$ cat src/rtl/fifo_rd_unpack_64to32.sv
// Purpose: drain a FWFT 64-bit FIFO into a framed 32-bit valid/ready stream, high half first.
// Latency: FIFO head present with holding register empty -> o_valid one cycle later; one half-word per cycle sustained.
// Backpressure: i_ready low holds o_data and flags stable; the next word is popped only on the final-half accept.
module fifo_rd_unpack_64to32 #(
    parameter int LEN_W  = 16,
    parameter int PCNT_W = 16
) (
    input  logic              clk,
    input  logic              rst_n,
    input  logic [63:0]       i_fifo_data,
    input  logic              i_fifo_empty,
    output logic              o_fifo_rd_en,
    output logic              o_valid,
    output logic [31:0]       o_data,
    output logic              o_first,
    output logic              o_last,
    input  logic              i_ready,
    output logic              o_busy,
    output logic [PCNT_W-1:0] o_pkt_cnt
);

    typedef enum logic {
        ST_HDR  = 1'b0,
        ST_BODY = 1'b1
    } state_t;

    state_t             state;
    logic [63:0]        hold;
    logic               hold_vld;
    logic               hs;
    logic               tag_first;
    logic               tag_last;
    logic [LEN_W-1:0]   rem;
    logic               busy;
    logic [PCNT_W-1:0]  pkt_cnt;

    logic               acc;
    logic               pop;
    logic               last_acc;
    logic [LEN_W-1:0]   hdr_len;

    // Length field sits at the top of the header word.
    assign hdr_len  = i_fifo_data[63 -: LEN_W];

    assign acc      = hold_vld & i_ready;
    // Refill only when the holding register is empty or its final half leaves this cycle;
    // reset gating keeps the FIFO untouched while rst_n is low.
    assign pop      = rst_n & ~i_fifo_empty & (~hold_vld | (acc & hs));
    assign last_acc = acc & tag_last & hs;

    assign o_fifo_rd_en = pop;
    assign o_valid      = hold_vld;
    assign o_data       = hs ? hold[31:0] : hold[63:32];
    assign o_first      = tag_first & ~hs;
    assign o_last       = tag_last & hs;
    assign o_busy       = busy;
    assign o_pkt_cnt    = pkt_cnt;

    // Holding register, half select and packet-framing FSM; the FSM only advances on a pop.
    always_ff @(posedge clk) begin
        if (!rst_n) begin
            hold      <= '0;
            hold_vld  <= 1'b0;
            hs        <= 1'b0;
            tag_first <= 1'b0;
            tag_last  <= 1'b0;
            rem       <= '0;
            state     <= ST_HDR;
        end else if (pop) begin
            hold     <= i_fifo_data;
            hold_vld <= 1'b1;
            hs       <= 1'b0;
            case (state)
                ST_HDR: begin
                    rem       <= hdr_len;
                    tag_first <= 1'b1;
                    if (hdr_len != '0) begin
                        tag_last <= 1'b0;
                        state    <= ST_BODY;
                    end else begin
                        tag_last <= 1'b1;
                        state    <= ST_HDR;
                    end
                end
                ST_BODY: begin
                    tag_first <= 1'b0;
                    rem       <= rem - LEN_W'(1);
                    if (rem == LEN_W'(1)) begin
                        tag_last <= 1'b1;
                        state    <= ST_HDR;
                    end else begin
                        tag_last <= 1'b0;
                    end
                end
                default: state <= ST_HDR;
            endcase
        end else if (acc) begin
            if (hs) begin
                // Word fully sent and nothing to refill with: free it and drop its tags.
                hs        <= 1'b0;
                hold_vld  <= 1'b0;
                tag_first <= 1'b0;
                tag_last  <= 1'b0;
            end else begin
                hs <= 1'b1;
            end
        end
    end

    // Packet bookkeeping: busy spans header pop to last accept; counter counts completed packets.
    always_ff @(posedge clk) begin
        if (!rst_n) begin
            busy    <= 1'b0;
            pkt_cnt <= '0;
        end else begin
            if (last_acc) begin
                pkt_cnt <= pkt_cnt + PCNT_W'(1);
            end
            // A header popped in the same cycle as the previous last accept keeps busy high.
            if (pop && (state == ST_HDR)) begin
                busy <= 1'b1;
            end else if (last_acc) begin
                busy <= 1'b0;
            end
        end
    end

endmodule

$ cat config.mk
export PLATFORM = sky130hd
export DESIGN_NAME = fifo_rd_unpack_64to32
export DESIGN_NICKNAME = d
export VERILOG_FILES = /design/src/rtl/fifo_rd_unpack_64to32.sv
export SDC_FILE = /design/constraint.sdc
export NUM_CORES = 1
export LEC_CHECK = 0
export BUFFER_PORTS_ARGS = -buffer_cell sky130_fd_sc_hd__buf_2
export CAP_MARGIN = 10
export CORE_UTILIZATION = 45
export DETAILED_ROUTE_END_ITERATION = 8
export PLACE_DENSITY = 0.8
export SETUP_SLACK_MARGIN = 0.05
export SLEW_MARGIN = 20
export SYNTH_ARGS = -nofsm -noshare
export SYNTH_HDL_FRONTEND = slang
export SYNTH_SLANG_ARGS = --single-unit
$ cat constraint.sdc
create_clock -name clk -period 1.5 [get_ports clk]
set_input_delay 0.15 -clock clk [delete_from_list [all_inputs] [get_ports clk]]
set_output_delay 0.15 -clock clk [all_outputs]
set_load 0.02 [all_outputs]
==> out/qor.txt, run 1 <==
final hold viol count: 1
Hold Path Class: input pin to flop
clk buf depth: 2
yosys warns: 0
# IOs: 121
crit path DAT: 2.10 ns
Residual DRC: 0
CTS tree: done
CP Launch Type: flop
Via density: 6.237
core area: 0.009910 mm2
H-tree depth reported by CTS: 3
part of the Yosys area used for sequential elements: 0.4377
Tot Pwr: 0.006619 W
most frequent cell after synthesis: nand2_1
Die Ht: 103.8 um
simple-gate share of the synthesized area: 0.2467
grt ovf: 0
Wirelength per Cell: 21.48 um
actual slew at the worst max-slew pin: 0.5647 ns
outcome: finished, violations left
largest net degree at the start of global routing: 30
Synth top cells by count: nand2_1 (146), dfxtp_1 (102), a21oi_1 (81)
Worst-path clk slew: 0.10 ns
post-synth top area share: 0.4377
vias in the first global route: 5012
min-delay src: i_fifo_data[20]
worst-skew pair later-pin latency: 0.39 ns
Leak: 3.058 nW
Post-synth EDFFs: 0
syn nets: 639
mux cell area share after synthesis: 0.08581
minimum clock period: 1.836 ns
Mapped Avg Cell Area: 8.214 um2
layout cells sized above 1: 0.4993
Worst slew margin: 0.6230
Main synth FF type: dfxtp_1
worst r2r src: hs
PwrDens: 908.6 mW/mm2
max-slew violations: 0
Die Area: 0.01078 mm2
Final Hold Slack: -0.006106 ns
area grow syn2layout: 56.13%
initial antenna violation count: 1
Worst Setup End Kind: flop
TritonRoute pass-1 iters: 6
IO buf count: 120
main area contributors after synthesis: dfxtp_1 (44%), nand2_1 (12%), a21oi_1 (8.7%)
CP Class: flop to flop
largest family of logic cells by synthesized area: simple AND/OR/NAND/NOR gates
DRT iter0 DRCs: 852
post-route setup TNS: -9.779 ns
CTS root buffer: clkbuf_8
Slowest Stage Delay on Critical Path: 0.39 ns
ys async rst share: 0
num rows: 36
DP HPWL: 9.084 mm
Clock Sinks: 102
setup slack after placement: -0.09799 ns
mapped cell area: 0.004666 mm2
critical path, cell by cell: buf_4 > a21boi_2 > buf_6 > nor2_4 > buf_12 > clkbuf_16 > nand2_1 > a21oi_1
Adder-Cell Fraction of Synth Area: 0.008045
GPL Wtd Cong: 0.8942
die width: 103.8 um
Final WS setup: -0.3357 ns
MaxCap Viol Count: 0
failing checks: hold timing, setup timing
final layout net count: 835
Post-Synth XOR/XNOR Area: 0.01502
post-synthesis compound-gate area fraction: 0.1639
Starting Density: 0.4708
Via Count: 5632
CP startpoint: hs
Worst VDD drop: 0.0006361 V
DRT antenna net count: 0
total wire length: 19.40 mm
worst clock skew: 0.01260 ns
first-pass GRT wire length: 24.89 mm
RSZ-0062 raised after global routing: true
FMAX: 544.7 MHz
CP required: 1.77 ns
Netlist cell types: 53
flops & latches, synth: 102
CP max FO: 9
Tcrit/Tclk final: 1.224
Slowest-stage cell, CP: dfxtp_4
Post-Syn Instances: 568
final setup violating endpoints: 94
CTS Buf Count: 9
Total Routing Usage GR: 0.2870
Synth area leader: dfxtp_1
## kinds of logic (layout without fill, tap and decap cells)
kind of cell             count (synthesis)  in the layout
XOR/XNOR                                 8              8
multiplexers                            36             36
AND/OR/NAND/NOR                        242            242
buffers and inverters                   47            248
AO/OA/AOI/OAI                          130            130
flip-flops                             102            102
adder cells (fa/ha/maj)                  3              3
other                                    0              1
## power breakdown
part           switching (W)  leakage [nW]  internal, W
Combinational       0.000999          2.12     0.000969
Sequential          0.000148         0.846      0.00284
Clock                0.00102        0.0958     0.000644
Total                0.00216          3.06      0.00446
## cells in the final DEF, fill, tap and decap left out, types with 8 or more instances in the layout
| master | instances |
|---|---|
| nand2_2 | 20 |
| nand4_1 | 8 |
| buf_12 | 11 |
| a21oi_2 | 34 |
| dfxtp_4 | 11 |
| nand2_1 | 126 |
| dfxtp_1 | 85 |
| dlygate4sd3_1 | 10 |
| a21oi_1 | 47 |
| buf_2 | 113 |
| mux2_2 | 32 |
| buf_6 | 13 |
| nor2_1 | 19 |
| buf_4 | 61 |
| clkbuf_8 | 10 |
| nand3_1 | 8 |
## per-stage QoR
step                utilization  instance area, um2  cells
floorplan                     -                4758    568
global placement         0.5866                5813    830
detailed placement       0.5866                5813    830
CTS                      0.6793                6731    886
global route             0.7351                7284    903
finish                   0.7351                7284    903
## flip-flops by register name, indices dropped and copies added, names as in the netlist
| signal | flops |
|---|---|
| hold | 64 |
| o_pkt_cnt | 16 |
| rem | 16 |
| hs | 1 |
| o_busy | 1 |
| o_valid | 1 |
| state | 1 |
| tag_first | 1 |
| tag_last | 1 |
## critical path: cells and delay by family (launching register included)
kind | cells | cell delay, ns
compound gates | 2 | 0.41
buf+inv | 4 | 0.63
simple gates | 2 | 0.27
flops | 1 | 0.39
## cell type report
class,count,area (um2)
multi-input combinational,419,2887
fill,584,2625
sequential,102,2091
timing repair buffer,226,1936
tap,133,166.4
clock buffer,10,137.6
clock inverter,6,37.54
inverter,6,27.53
antenna,1,2.502
## final timing paths
kind                                 end  slack, ns  cells after the start
worst max-delay path            hold[55]      -0.34                      8
worst min-delay path            hold[20]     -0.006                      3
worst max register to register  hold[55]      -0.34                      8
worst min register to register  hold[18]       0.46                      2
## routing by layer
layer | global-route usage | vias up | routed length, um | part of all wire
met5 | 0 | - | 0 | 0
met4 | 0.1531 | 0 | 1333 | 0.069
met3 | 0.05664 | 141 | 1993 | 0.10
met2 | 0.4771 | 473 | 8994 | 0.46
met1 | 0.3493 | 2626 | 7073 | 0.36
li1 | - | 2392 | - | -
## repair_timing
item,4_1_cts,5_1_grt
gates resized for setup,66,83
cloned,9,8
endpoints found under the hold margin,7,3
hold buffers,7,3
pin swaps,61,25
buffers inserted,26,6
setup endpoints to repair,111,126
No activity file was read; power rests on OpenSTA's default activity.
==> inputs of run 2 (changes only) <==
ABC_AREA = 1   (was default)
ABC_CLOCK_PERIOD_IN_PS = 1500   (was default)
==> run 2 against run 1 <==
The flow finishes with violations (setup timing). Cell count rose by 15%. Critical path depth fell by 3. Combinational power barely moved. Maximum frequency rose by 13%. Global-route usage fell by 1.9 points. Sequential power barely moved. Die area rose by 3.4%. Worst setup slack improved by 0.21 ns. Routed wire length rose by 4.6%. Non-clock buffer count fell by 21.
==> out/qor.txt, run 2 <==
outcome: finished, violations left
failing checks: setup timing
Via density: 5.796
leading cell type in the layout, fill and taps excluded: nand2_1
CP Launch Type: flop
Post-synth EDFFs: 0
Worst VDD drop: 0.0005782 V
Clock Sinks: 102
min-delay src: i_fifo_data[16]
Final Hold Slack: 0.02019 ns
Slowest-stage cell, CP: dfxtp_4
most flop-heavy register: hold
main area contributors after synthesis: dfxtp_1 (42%), nand2_1 (16%), o21ai_0 (11%)
CTS Buf Count: 9
Worst path top cell family by delay: flip-flops
final setup violating endpoints: 51
FMAX: 614.8 MHz
CP max FO: 15
most frequent cell after synthesis: nand2_1
Netlist cell types: 37
mapped cell area: 0.004828 mm2
final core utilization: 0.7452
first-pass GRT wire length: 23.90 mm
Worst Setup End Kind: primary output
actual slew at the worst max-slew pin: 0.8364 ns
Die Area: 0.01115 mm2
FILL cells: 622
TritonRoute pass-1 iters: 6
DP HPWL: 8.352 mm
largest net degree at the start of global routing: 75
CP Buf/Inv Count: 3
area grow syn2layout: 60.04%
H-tree depth reported by CTS: 3
DRT iter0 DRCs: 842
RSZ-0062 raised after global routing: true
Worst slew margin: 0.4424
final instance area: 0.007727 mm2
Hold Path Class: input pin to flop
DRT antenna net count: 0
critical path, cell by cell: buf_12 > clkinv_8 > nand2_1 > nand2_1 > buf_2
R2R Path End: rem[6]
Slowest Stage Delay on Critical Path: 0.46 ns
FF-to-FF setup slack: -0.08 ns
worst clock skew: 0.01632 ns
most frequent CP cell: nand2_1
PwrDens: 897.9 mW/mm2
worst hold stages: 3
post-synth top area share: 0.4229
R2R depth: 10
yosys warns: 0
worst-skew pair later-pin latency: 0.39 ns
final hold viol count: 0
IO buf count: 120
Post-Syn Instances: 716
worst r2r src: hs
Wirelength per Cell: 19.60 um
dpl cell area: 0.005552 mm2
die width: 105.6 um
initial antenna violation count: 0
minimum clock period: 1.627 ns
MaxCap Viol Count: 0
CTS root buffer: clkbuf_8
Main synth FF type: dfxtp_1
Synth area leader: dfxtp_1
Via Count: 5999
max-slew violations: 0
CTS tree: done
num rows: 37
syn nets: 787
GPL Wtd Cong: 0.9258
Synth top cells by count: nand2_1 (200), o21ai_0 (107), dfxtp_1 (102)
core area: 0.01037 mm2
part of the Yosys area used for sequential elements: 0.4229
Total Routing Usage GR: 0.2685
max FFs per register: 64
ys async rst share: 0
crit path DAT: 1.48 ns
CP required: 1.35 ns
total wire length: 20.28 mm
clk buf depth: 2
flops & latches, synth: 102
Mapped Avg Cell Area: 6.744 um2
Worst-path clk slew: 0.11 ns
Final WS setup: -0.1266 ns
Die Ht: 105.6 um
Leak: 3.411 nW
Tcrit/Tclk final: 1.084
most frequent cells in the layout: nand2_1 (170), dfxtp_1 (99), buf_2 (89), inv_1 (73), o21ai_0 (53)
# IOs: 121
hold endpoint: hold[16]
vias in the first global route: 4883
Residual DRC: 0
final layout net count: 965
CP Class: flop to primary output
grt ovf: 0
ANT cells: 0
Starting Density: 0.4656
layout cells sized above 1: 0.3515
-- run 2: cell count changes in the layout (fill, tap and decap cells not counted), moves of 24 or more --
cell / delta
nor2_1: +29
mux2_2: -32
buf_6: +29
nand2_1: +44
a21oi_2: -28
o21ai_0: +49
inv_1: +71
buf_4: -44
buf_2: -24
-- run 2: per-layer routing --
layer | vias up | routed length, um | GRT usage
met1 | 2764 | 7492 | 0.3384
met2 | 443 | 9798 | 0.4586
met3 | 128 | 1775 | 0.05133
li1 | 2664 | - | -
met5 | - | 0 | 0
met4 | 0 | 1216 | 0.09226
-- run 2: power breakdown --
group | leakage (nW) | switching [W] | internal (W)
clock network | 0.104 | 0.00107 | 0.000879
registers | 0.836 | 0.000140 | 0.00288
logic | 2.47 | 0.00111 | 0.000855
-- run 2: cells by family after synthesis --
family,synth area share
AO/OA/AOI/OAI,0.1814
AND/OR/NAND/NOR,0.2762
buffers and inverters,0.1081
XOR/XNOR,0.003629
flip-flops,0.4229
adder cells (fa/ha/maj),0.007775
-- run 2: worst reg2reg max path, cell delays in order, from the launching register on --
cell and delay (ns):
dfxtp_4 0.46, a21oi_4 0.11, buf_6 0.14, inv_6 0.06, nand2_8 0.07, buf_12 0.16
clkbuf_16 0.17, nor3_4 0.11, nor2_1 0.07, nor2_1 0.08, nor2_1 0.04
-- run 2: layout make-up --
type | count | area, um2 | share of cell area
multi-input cells | 492 | 2978 | 0.3854
inverters | 84 | 350.3 | 0.04534
repair buffers | 205 | 1964 | 0.2542
flip-flops and latches | 102 | 2048 | 0.2651
clock buffers | 11 | 151.4 | 0.01959
well taps | 136 | 170.2 | 0.02202
clock inverters | 5 | 65.06 | 0.008420
-- run 2: metrics by stage --
stage | TNS, ns | setup WS, ns | total power (W) | cells
5_1_grt | -5.278 | -0.2003 | 0.007145 | 1035
3_5_place_dp | -0.06510 | -0.03218 | 0.004144 | 947
6_report | -2.619 | -0.1266 | 0.006938 | 1035
2_1_floorplan | 0 | 0.08587 | 0.003765 | 716
4_1_cts | -0.7747 | -0.06228 | 0.006382 | 1007
3_3_place_gp | -0.1205 | -0.04813 | 0.004133 | 947
-- run 2: worst max-delay path by stage --
stage | depth (start not counted) | slack (ns) | start | endpoint
3_5_place_dp | 6 | -0.03 | hs | tag_last
3_3_place_gp | 6 | -0.05 | hs | tag_last
5_1_grt | 5 | -0.20 | hs | o_data[28]
2_1_floorplan | 9 | 0.09 | o_valid | hold[48]
4_1_cts | 4 | -0.06 | hs | o_data[11]
6_report | 5 | -0.13 | hs | o_data[28]
-- run 2: repair_timing --
action,in CTS,in global routing
endpoints found under the hold margin,30,0
hold buffers,30,0
setup buffers,7,16
gates cloned,7,12
resized for setup,139,175
endpoints found under the setup margin,36,110
pin swaps,18,38
